### src/rtl/led_matrix_pkg.sv
// Shared types for the 8x8 LED matrix scan path: scan states, row index/data types
// and the row-strobe encoder used by the scan controller.
package led_matrix_pkg;

   localparam int MATRIX_ROWS = 8;
   localparam int MATRIX_COLS = 8;

   typedef enum logic [1:0] {
      IDLE  = 2'd0,
      BLANK = 2'd1,
      SHOW  = 2'd2
   } scan_state_t;

   typedef logic [$clog2(MATRIX_ROWS)-1:0] row_idx_t;
   typedef logic [MATRIX_COLS-1:0]         row_t;
   typedef logic [MATRIX_ROWS-1:0]         row_sel_t;

   function automatic row_sel_t row_strobe(input row_idx_t row, input logic active_low);
      row_sel_t w_onehot;
      w_onehot = row_sel_t'(1) << row;
      return active_low ? ~w_onehot : w_onehot;
   endfunction

endpackage

### src/rtl/led_frame_bank.sv
// Double-buffered 8x8 frame store: writes always land in the back bank, the combinational
// read port sees the front bank; no backpressure, toggle swaps the banks on the next edge.
module led_frame_bank
   import led_matrix_pkg::*;
(
   input  logic     clk,
   input  logic     reset,
   input  logic     wr_en,
   input  row_idx_t wr_row,
   input  row_t     wr_data,
   input  logic     toggle,
   input  row_idx_t rd_row,
   output row_t     rd_data
);

   row_t [1:0][MATRIX_ROWS-1:0] r_bank;
   logic                        r_front;

   // A write coinciding with toggle targets the pre-swap back bank, which becomes front.
   always_ff @(posedge clk or posedge reset) begin
      if (reset) begin
         r_bank  <= '0;
         r_front <= 1'b0;
      end else begin
         if (wr_en) begin
            r_bank[~r_front][wr_row] <= wr_data;
         end
         if (toggle) begin
            r_front <= ~r_front;
         end
      end
   end

   assign rd_data = r_bank[r_front][rd_row];

endmodule

### src/rtl/led_matrix_scan_ctrl.sv
// Row-scan controller: blank gap, then one row lit for a dwell period; outputs registered and
// track the scan state with no added lag. Host writes never stall; swaps wait for frame end.
module led_matrix_scan_ctrl
   import led_matrix_pkg::*;
#(
   parameter int DWELL_CYCLES   = 1024,
   parameter int BLANK_CYCLES   = 16,
   parameter int ROW_ACTIVE_LOW = 1
) (
   input  logic       clk,
   input  logic       reset,
   input  logic       enable,
   input  logic       wr_en,
   input  logic [2:0] wr_row,
   input  logic [7:0] wr_data,
   input  logic       swap_req,
   output logic       swap_pending,
   output logic       swap_ack,
   output logic [7:0] row_sel,
   output logic [7:0] col_data,
   output logic       frame_tick
);

   localparam int CNT_MAX = (DWELL_CYCLES > BLANK_CYCLES) ? DWELL_CYCLES : BLANK_CYCLES;
   localparam int CNT_W   = (CNT_MAX > 1) ? $clog2(CNT_MAX) : 1;
   localparam logic [CNT_W-1:0] DWELL_LAST = CNT_W'(DWELL_CYCLES - 1);
   localparam logic [CNT_W-1:0] BLANK_LAST = CNT_W'(BLANK_CYCLES - 1);
   localparam logic     ACT_LOW = (ROW_ACTIVE_LOW != 0);
   localparam row_sel_t ROW_OFF = ACT_LOW ? 8'hFF : 8'h00;

   scan_state_t      r_state;
   scan_state_t      w_state_nxt;
   row_idx_t         r_row;
   row_idx_t         w_row_nxt;
   logic [CNT_W-1:0] r_cnt;
   logic [CNT_W-1:0] w_cnt_nxt;
   logic             w_frame_end;
   logic             w_swap;
   row_t             w_front_rd;

   logic             r_swap_pending;
   logic             r_swap_ack;
   logic             r_frame_tick;
   row_sel_t         r_row_sel;
   row_t             r_col_data;

   always_comb begin
      w_state_nxt = r_state;
      w_row_nxt   = r_row;
      w_cnt_nxt   = r_cnt;
      w_frame_end = 1'b0;
      if (!enable) begin
         w_state_nxt = IDLE;
         w_row_nxt   = '0;
         w_cnt_nxt   = '0;
      end else begin
         case (r_state)
            IDLE: begin
               w_state_nxt = BLANK;
               w_row_nxt   = '0;
               w_cnt_nxt   = '0;
            end
            BLANK: begin
               if (r_cnt == BLANK_LAST) begin
                  w_state_nxt = SHOW;
                  w_cnt_nxt   = '0;
               end else begin
                  w_cnt_nxt = r_cnt + CNT_W'(1);
               end
            end
            SHOW: begin
               if (r_cnt == DWELL_LAST) begin
                  w_state_nxt = BLANK;
                  w_cnt_nxt   = '0;
                  w_row_nxt   = r_row + row_idx_t'(1);
                  w_frame_end = (r_row == row_idx_t'(MATRIX_ROWS - 1));
               end else begin
                  w_cnt_nxt = r_cnt + CNT_W'(1);
               end
            end
            default: begin
               w_state_nxt = IDLE;
               w_row_nxt   = '0;
               w_cnt_nxt   = '0;
            end
         endcase
      end
   end

   assign w_swap = w_frame_end & r_swap_pending;

   always_ff @(posedge clk or posedge reset) begin
      if (reset) begin
         r_state <= IDLE;
         r_row   <= '0;
         r_cnt   <= '0;
      end else begin
         r_state <= w_state_nxt;
         r_row   <= w_row_nxt;
         r_cnt   <= w_cnt_nxt;
      end
   end

   // Outputs are registered from the next-state decode so they switch on the same edge as the state.
   always_ff @(posedge clk or posedge reset) begin
      if (reset) begin
         r_swap_pending <= 1'b0;
         r_swap_ack     <= 1'b0;
         r_frame_tick   <= 1'b0;
         r_row_sel      <= ROW_OFF;
         r_col_data     <= '0;
      end else begin
         r_frame_tick <= w_frame_end;
         r_swap_ack   <= w_swap;
         if (w_swap) begin
            r_swap_pending <= swap_req;
         end else if (swap_req) begin
            r_swap_pending <= 1'b1;
         end
         if (w_state_nxt == SHOW) begin
            r_row_sel  <= row_strobe(w_row_nxt, ACT_LOW);
            r_col_data <= w_front_rd;
         end else begin
            r_row_sel  <= ROW_OFF;
            r_col_data <= '0;
         end
      end
   end

   led_frame_bank u_bank (
      .clk     (clk),
      .reset   (reset),
      .wr_en   (wr_en),
      .wr_row  (wr_row),
      .wr_data (wr_data),
      .toggle  (w_swap),
      .rd_row  (w_row_nxt),
      .rd_data (w_front_rd)
   );

   assign swap_pending = r_swap_pending;
   assign swap_ack     = r_swap_ack;
   assign frame_tick   = r_frame_tick;
   assign row_sel      = r_row_sel;
   assign col_data     = r_col_data;

endmodule

### config.mk
export PLATFORM = sky130hd
export DESIGN_NAME = led_matrix_scan_ctrl
export DESIGN_NICKNAME = d
export VERILOG_FILES = /design/src/rtl/led_matrix_pkg.sv /design/src/rtl/led_frame_bank.sv /design/src/rtl/led_matrix_scan_ctrl.sv
export SDC_FILE = /design/constraint.sdc
export NUM_CORES = 1
export LEC_CHECK = 0
export CELL_PAD_IN_SITES_DETAIL_PLACEMENT = 0
export CELL_PAD_IN_SITES_GLOBAL_PLACEMENT = 1
export CORE_MARGIN = 2
export CORE_UTILIZATION = 50
export CTS_CLUSTER_SIZE = 12
export DETAILED_ROUTE_END_ITERATION = 8
export GPL_ROUTABILITY_DRIVEN = 0
export HOLD_SLACK_MARGIN = 0.05
export PLACE_DENSITY = 0.75
export SYNTH_ARGS = -nofsm -noshare
export SYNTH_HDL_FRONTEND = slang
export SYNTH_SLANG_ARGS = --single-unit
export TNS_END_PERCENT = 5
### constraint.sdc
create_clock -name clk -period 6.7 [get_ports clk]
set_clock_uncertainty 0.05 [all_clocks]
set_input_delay 0.67 -clock clk [delete_from_list [all_inputs] [get_ports clk]]
set_output_delay 0.67 -clock clk [all_outputs]
set_load 0.01 [all_outputs]
Yosys cells after proc, flatten, opt, wreduce, memory -nomap -nowiden --
Cells that the tools add are included.
Cells by class: add/subtract/negate cells 2, multipliers 0, divide/modulo/power cells 0, magnitude comparators 6, eq/ne operators 6, shifts and indexed selects 1, multiplexer cells 27, bitwise operators 3, reduce and logical (&&, ||, !) cells 4
Operator list (count):
- 64-bit two-way mux | 3
- 128-bit bitwise mux | 1
- 64-bit demux with 1-bit select | 1
- 8-bit two-way mux | 4
- 10-bit two-way mux | 3
- 8-bit binary-select mux with 3-bit select | 1
- 8-bit demux with 3-bit select | 1
- 10-bit case mux with 2 select lines | 1
- 10-bit by 1-bit adder with 10-bit output, second input constant | 1
- 10-bit == test, second input constant | 1
- 10-bit by 4-bit == test with 1-bit output, second input constant | 1
- 3-bit by 4-bit < comparator with 1-bit output, second input constant | 2
- 8-bit NOT | 1
- 1-bit by 3-bit << shifter with 8-bit output, first input constant | 1
- 2-bit two-way mux | 3
- 3-bit two-way mux | 2
- 2-bit case mux with 3 select lines | 1
- 3-bit case mux with 2 select lines | 1
- 1-bit two-way mux | 5
- 2-bit == test, second input constant | 2
- 1-bit by 2-bit < comparator with 1-bit output, second input constant | 2
- 3-bit by 1-bit adder with 3-bit output, second input constant | 1
- 3-bit == test, second input constant | 1
- 3-bit by 1-bit >= comparator with 1-bit output, second input constant | 1
- other kinds (7) | 8
Word-level totals: flip-flop bits (word level) 163, latch bits 0, RAM bits 0, memory bits (read-only) 0, input port bits 16, output and inout port bits 19, logic and storage cells 74, memories 0

Logic depth before layout (Yosys ltp) --
word-level depth 7, gate-level depth with buffers 10, gate-level depth less buffers 8

Cells and area by module --
From an unflattened synthesis, not the netlist that was laid out.
Unflattened totals: cells, all modules 513, area total of the unflattened synthesis 7527.2 µm²
By module, submodules not included:
- led_frame_bank | times used 1, cells an instance 372, area an instance 5970.7 µm², sequential area each 3228.1 µm²
- led_matrix_scan_ctrl | times used 1, cells an instance 141, area an instance 1556.5 µm², sequential area each 860.8 µm²

Least setup slack after synthesis --
OpenSTA, ideal clock, no wires.
path kind register to register, start point register r_state[0], end point register r_col_data[0], in the netlist col_data[0], setup time 0.132 ns, data arrival time 2.170 ns, required time 6.518 ns, slack 4.348 ns, stages on the path, launching flop included 10, path buffers 1, clock period less this slack 2.352 ns, cells stage by stage dfrtp_1 -> inv_1 -> ha_1 -> nand2_1 -> or4b_1 -> mux2i_2 -> buf_2 -> a22oi_1 -> nand4_1 -> o31ai_1
Between the ends: word-level cells in the longest chain between the ends 6, elaborated cells between the ends (all ways) 13, classes of those cells 3 x eq/ne; 9 x mux; 1 x reduce/logical
RTL lines:
- start, declared | RTL line led_matrix_scan_ctrl.sv:31 | scan_state_t r_state;
- start signal, assigned | RTL line led_matrix_scan_ctrl.sv:98 | r_state <= w_state_nxt;
- 2-bit == test or 2-bit by 1-bit == test with 1-bit output (tied branches) | RTL line led_matrix_scan_ctrl.sv:57 | case (r_state)
- 3-bit case mux with 2 select lines | RTL line led_matrix_scan_ctrl.sv:57
- 3-bit two-way mux | RTL line led_matrix_scan_ctrl.sv:52 | if (!enable) begin
- 8-bit binary-select mux with 3-bit select | RTL line led_frame_bank.sv:34 | assign rd_data = r_bank[r_front][rd_row];
- 8-bit two-way mux (not written as such) | RTL line led_frame_bank.sv:34
- 8-bit two-way mux * | RTL line led_matrix_scan_ctrl.sv:120 | if (w_state_nxt == SHOW) begin
- end signal, assigned | RTL line led_matrix_scan_ctrl.sv:122 | r_col_data <= w_front_rd;
- end, declared | RTL line led_matrix_scan_ctrl.sv:45 | row_t r_col_data;
Mark *: on every way between the ends. The rest lies on a longest branch, timed or not. The select of a mux whose other input is x is not followed. A chain may end at the register's enable or synchronous reset.

Final worst setup path --
start point input port enable, end point register r_col_data[7], in the netlist col_data[7]
Between the ends: word-level cells in the longest chain between the ends 4, elaborated cells between the ends (all ways) 6, classes of those cells 1 x eq/ne; 5 x mux
RTL lines:
- start, declared | RTL line led_matrix_scan_ctrl.sv:12 | input logic enable,
- 3-bit two-way mux | RTL line led_matrix_scan_ctrl.sv:52
- 8-bit binary-select mux with 3-bit select | RTL line led_frame_bank.sv:34
- 8-bit two-way mux (not written as such) | RTL line led_frame_bank.sv:34
- 8-bit two-way mux * | RTL line led_matrix_scan_ctrl.sv:120
Marked as above.

==> flow_metrics.env <==
export IMPL_maxCapViolCount=0
export IMPL_yosysSeqAreaShare=0.537
export IMPL_tns_ns=0
export IMPL_clk_latency_ns=0.43
export IMPL_syn2layout_area_growth_pct=13.4
export IMPL_post_cts_buffers=0
export IMPL_avgRoutedWirePerCell_um=22.9
export IMPL_hold_class="flip-flop to flip-flop"
export IMPL_start_kind="input port"
export IMPL_die_w_um=127
export IMPL_status="completed"
export IMPL_fin_cells=803
export IMPL_path_clk_slew_ns=0.07
export IMPL_wl_um=18400
export IMPL_grtUsageTotal=0.241
export IMPL_rows=45
export IMPL_vias_per_cell=6.06
export IMPL_fin_hold_ws_ns=0.408
export IMPL_cts_resized=0
export IMPL_die_y_um=127
export IMPL_synth_edff_count=0
export IMPL_slew_headroom=0.280
export IMPL_worstMarginPinSlew_ns=1.06
export IMPL_criticalPathCategory="input port to flip-flop"
export IMPL_cts_buffer_depth=2
export IMPL_antenna_found_initial=0
export IMPL_drtIter0Drc=399
export IMPL_fmax_mhz=310
export IMPL_required_ns=6.95
export IMPL_cts_buffers=17
export IMPL_vdd_ir_drop_worst_mv=0.190
export IMPL_rsz0062_at_grt="false"
export IMPL_die_area_sq_mm=0.0162
export IMPL_p_per_area_mw_per_mm2=262
export IMPL_dp_cells=771
export IMPL_grt_max_degree=89
export IMPL_syn_inst=582
export IMPL_grt_pass1_wl_um=28900
export IMPL_syn_cell_area_sq_mm=0.00761
export IMPL_layout_commonest_cell="dfrtp_1"
export IMPL_ys_types=57
export IMPL_synth_nets=605
export IMPL_finalHoldViolations=0
export IMPL_cts_tree="built"
export IMPL_path_max_fanout=18
export IMPL_postRouteAntennaNets=0
export IMPL_drc=0
export IMPL_p_leak_uw=0.00369
export IMPL_port_buffers=34
export IMPL_core_area_sq_mm=0.0150
export IMPL_overflow=0
export IMPL_finalCritPeriodShare=0.482
export IMPL_drive_gt1_frac=0.289
export IMPL_final_cell_mix="dfrtp_1 (154), mux2_2 (124), mux2i_1 (48)"
export IMPL_diodes=0
export IMPL_yosysWarningCount=0
export IMPL_clock_sinks=163
export IMPL_start_util=0.506
export IMPL_maxSlewViolCount=0
export IMPL_syn_avg_cell_area_sq_um=13.1
export IMPL_cts_hold_buf=0
export IMPL_arrival_ns=3.48
export IMPL_fin_crit_ns=3.23
export IMPL_finish_net_count=625
export IMPL_dr_total_vias=4863
export IMPL_htree_levels=4
export IMPL_dp_hpwl_um=12500
export IMPL_grt_pass1_vias=4971
export IMPL_root_buffer="clkbuf_16"
export IMPL_firstDrtPassIters=5
export IMPL_synth_seq_cells=163
export IMPL_synthArstFlopShare=1.00
export IMPL_setup_viol=0
export IMPL_io_pins=35
export IMPL_cp_end_kind="flip-flop"
export IMPL_ys_flop_type="dfrtp_1"
critical path: stages:
cell             delay (ns)
clkdlybuf4s50_1        0.55
nand2_1                0.33
or4b_1                 0.61
mux2i_2                0.84
a22oi_1                0.24
nand4_1                0.15
o31ai_1                0.08
cells by family (layout without fill, tap and decap cells):
kind of cell    count (synthesis)  after routing  synth area share
simple gates                  110            110            0.0770
mux                           185            185             0.266
fa+ha+maj                       7              7            0.0115
flops                         163            163             0.537
compound gates                 66             66            0.0709
buf+inv                        42             75            0.0268
xor+xnor                        9              9            0.0104
power breakdown:
part           internal, uW  total (uW)  switching, uW
clock network           561         987            426
registers              1070        1110           44.4
logic                  79.0         156           77.4
per-layer routing:
| layer | vias to the layer above | global-route usage | share of wire |
|---|---|---|---|
| met5 | - | 0 | 0 |
| met4 | 0 | 0.0802 | 0.016 |
| met3 | 19 | 0.0544 | 0.042 |
| met2 | 85 | 0.400 | 0.51 |
| met1 | 2561 | 0.315 | 0.43 |
| li1 | 2198 | - | - |
cells in the mapped netlist, types with 9 or more instances:
| master | count | share of area |
|---|---|---|
| o21ai_0 | 9 | 0.0059 |
| nand2_1 | 16 | 0.0079 |
| nand3_1 | 14 | 0.0092 |
| nor2_1 | 28 | 0.014 |
| mux2_1 | 12 | 0.018 |
| a22oi_1 | 9 | 0.0089 |
| dfrtp_1 | 155 | 0.51 |
| nor2b_1 | 11 | 0.0090 |
| nand4_1 | 12 | 0.0099 |
| mux2i_1 | 48 | 0.063 |
| mux2_2 | 124 | 0.18 |
| clkbuf_1 | 17 | 0.0084 |
path summary, 6_finish.rpt:
| path | end | startpoint | cells past startpoint | slack [ns] |
|---|---|---|---|---|
| worst max-delay path | col_data[7] | enable | 7 | 3.47 |
| worst min-delay path | r_cnt[0] | r_cnt[0] | 1 | 0.41 |
| worst max register to register | col_data[7] | r_state[0] | 8 | 3.52 |
| worst min register to register | r_cnt[0] | r_cnt[0] | 1 | 0.41 |
| max in group asynchronous | u_bank.r_bank[89] | reset | 3 | 4.38 |
| min in group asynchronous | u_bank.r_bank[80] | reset | 2 | 0.69 |
sequential cells by signal (all words and copies together) (netlist names):
name            count
swap_ack            1
frame_tick          1
swap_pending        1
r_cnt              10
u_bank.r_front      1
r_state             2
u_bank.r_bank     128
r_row               3
row_sel             8
col_data            8
area by class of cell:
cell class                 count  area [sq um]
clock inverter                15           171
tap                          188           235
timing repair buffer          36           355
fill                        1220          6400
clock buffer                  17           425
inverter                       7          31.3
sequential                   163          4090
multi-input combinational    377          3320
through the flow:
step / setup slack, ns / power (uW) / instance area, sq um / util
detailed placement: 3.18 / 1290 / 8030 / 0.534
CTS: 3.59 / 2280 / 8630 / 0.574
global route: 3.40 / 2340 / 8630 / 0.574
finish: 3.47 / 2260 / 8630 / 0.574
floorplan: 1.59 / 1230 / 7610 / -
global placement: 3.23 / 1270 / 8030 / 0.534
Note: power is estimated with default switching activity, not from simulation.
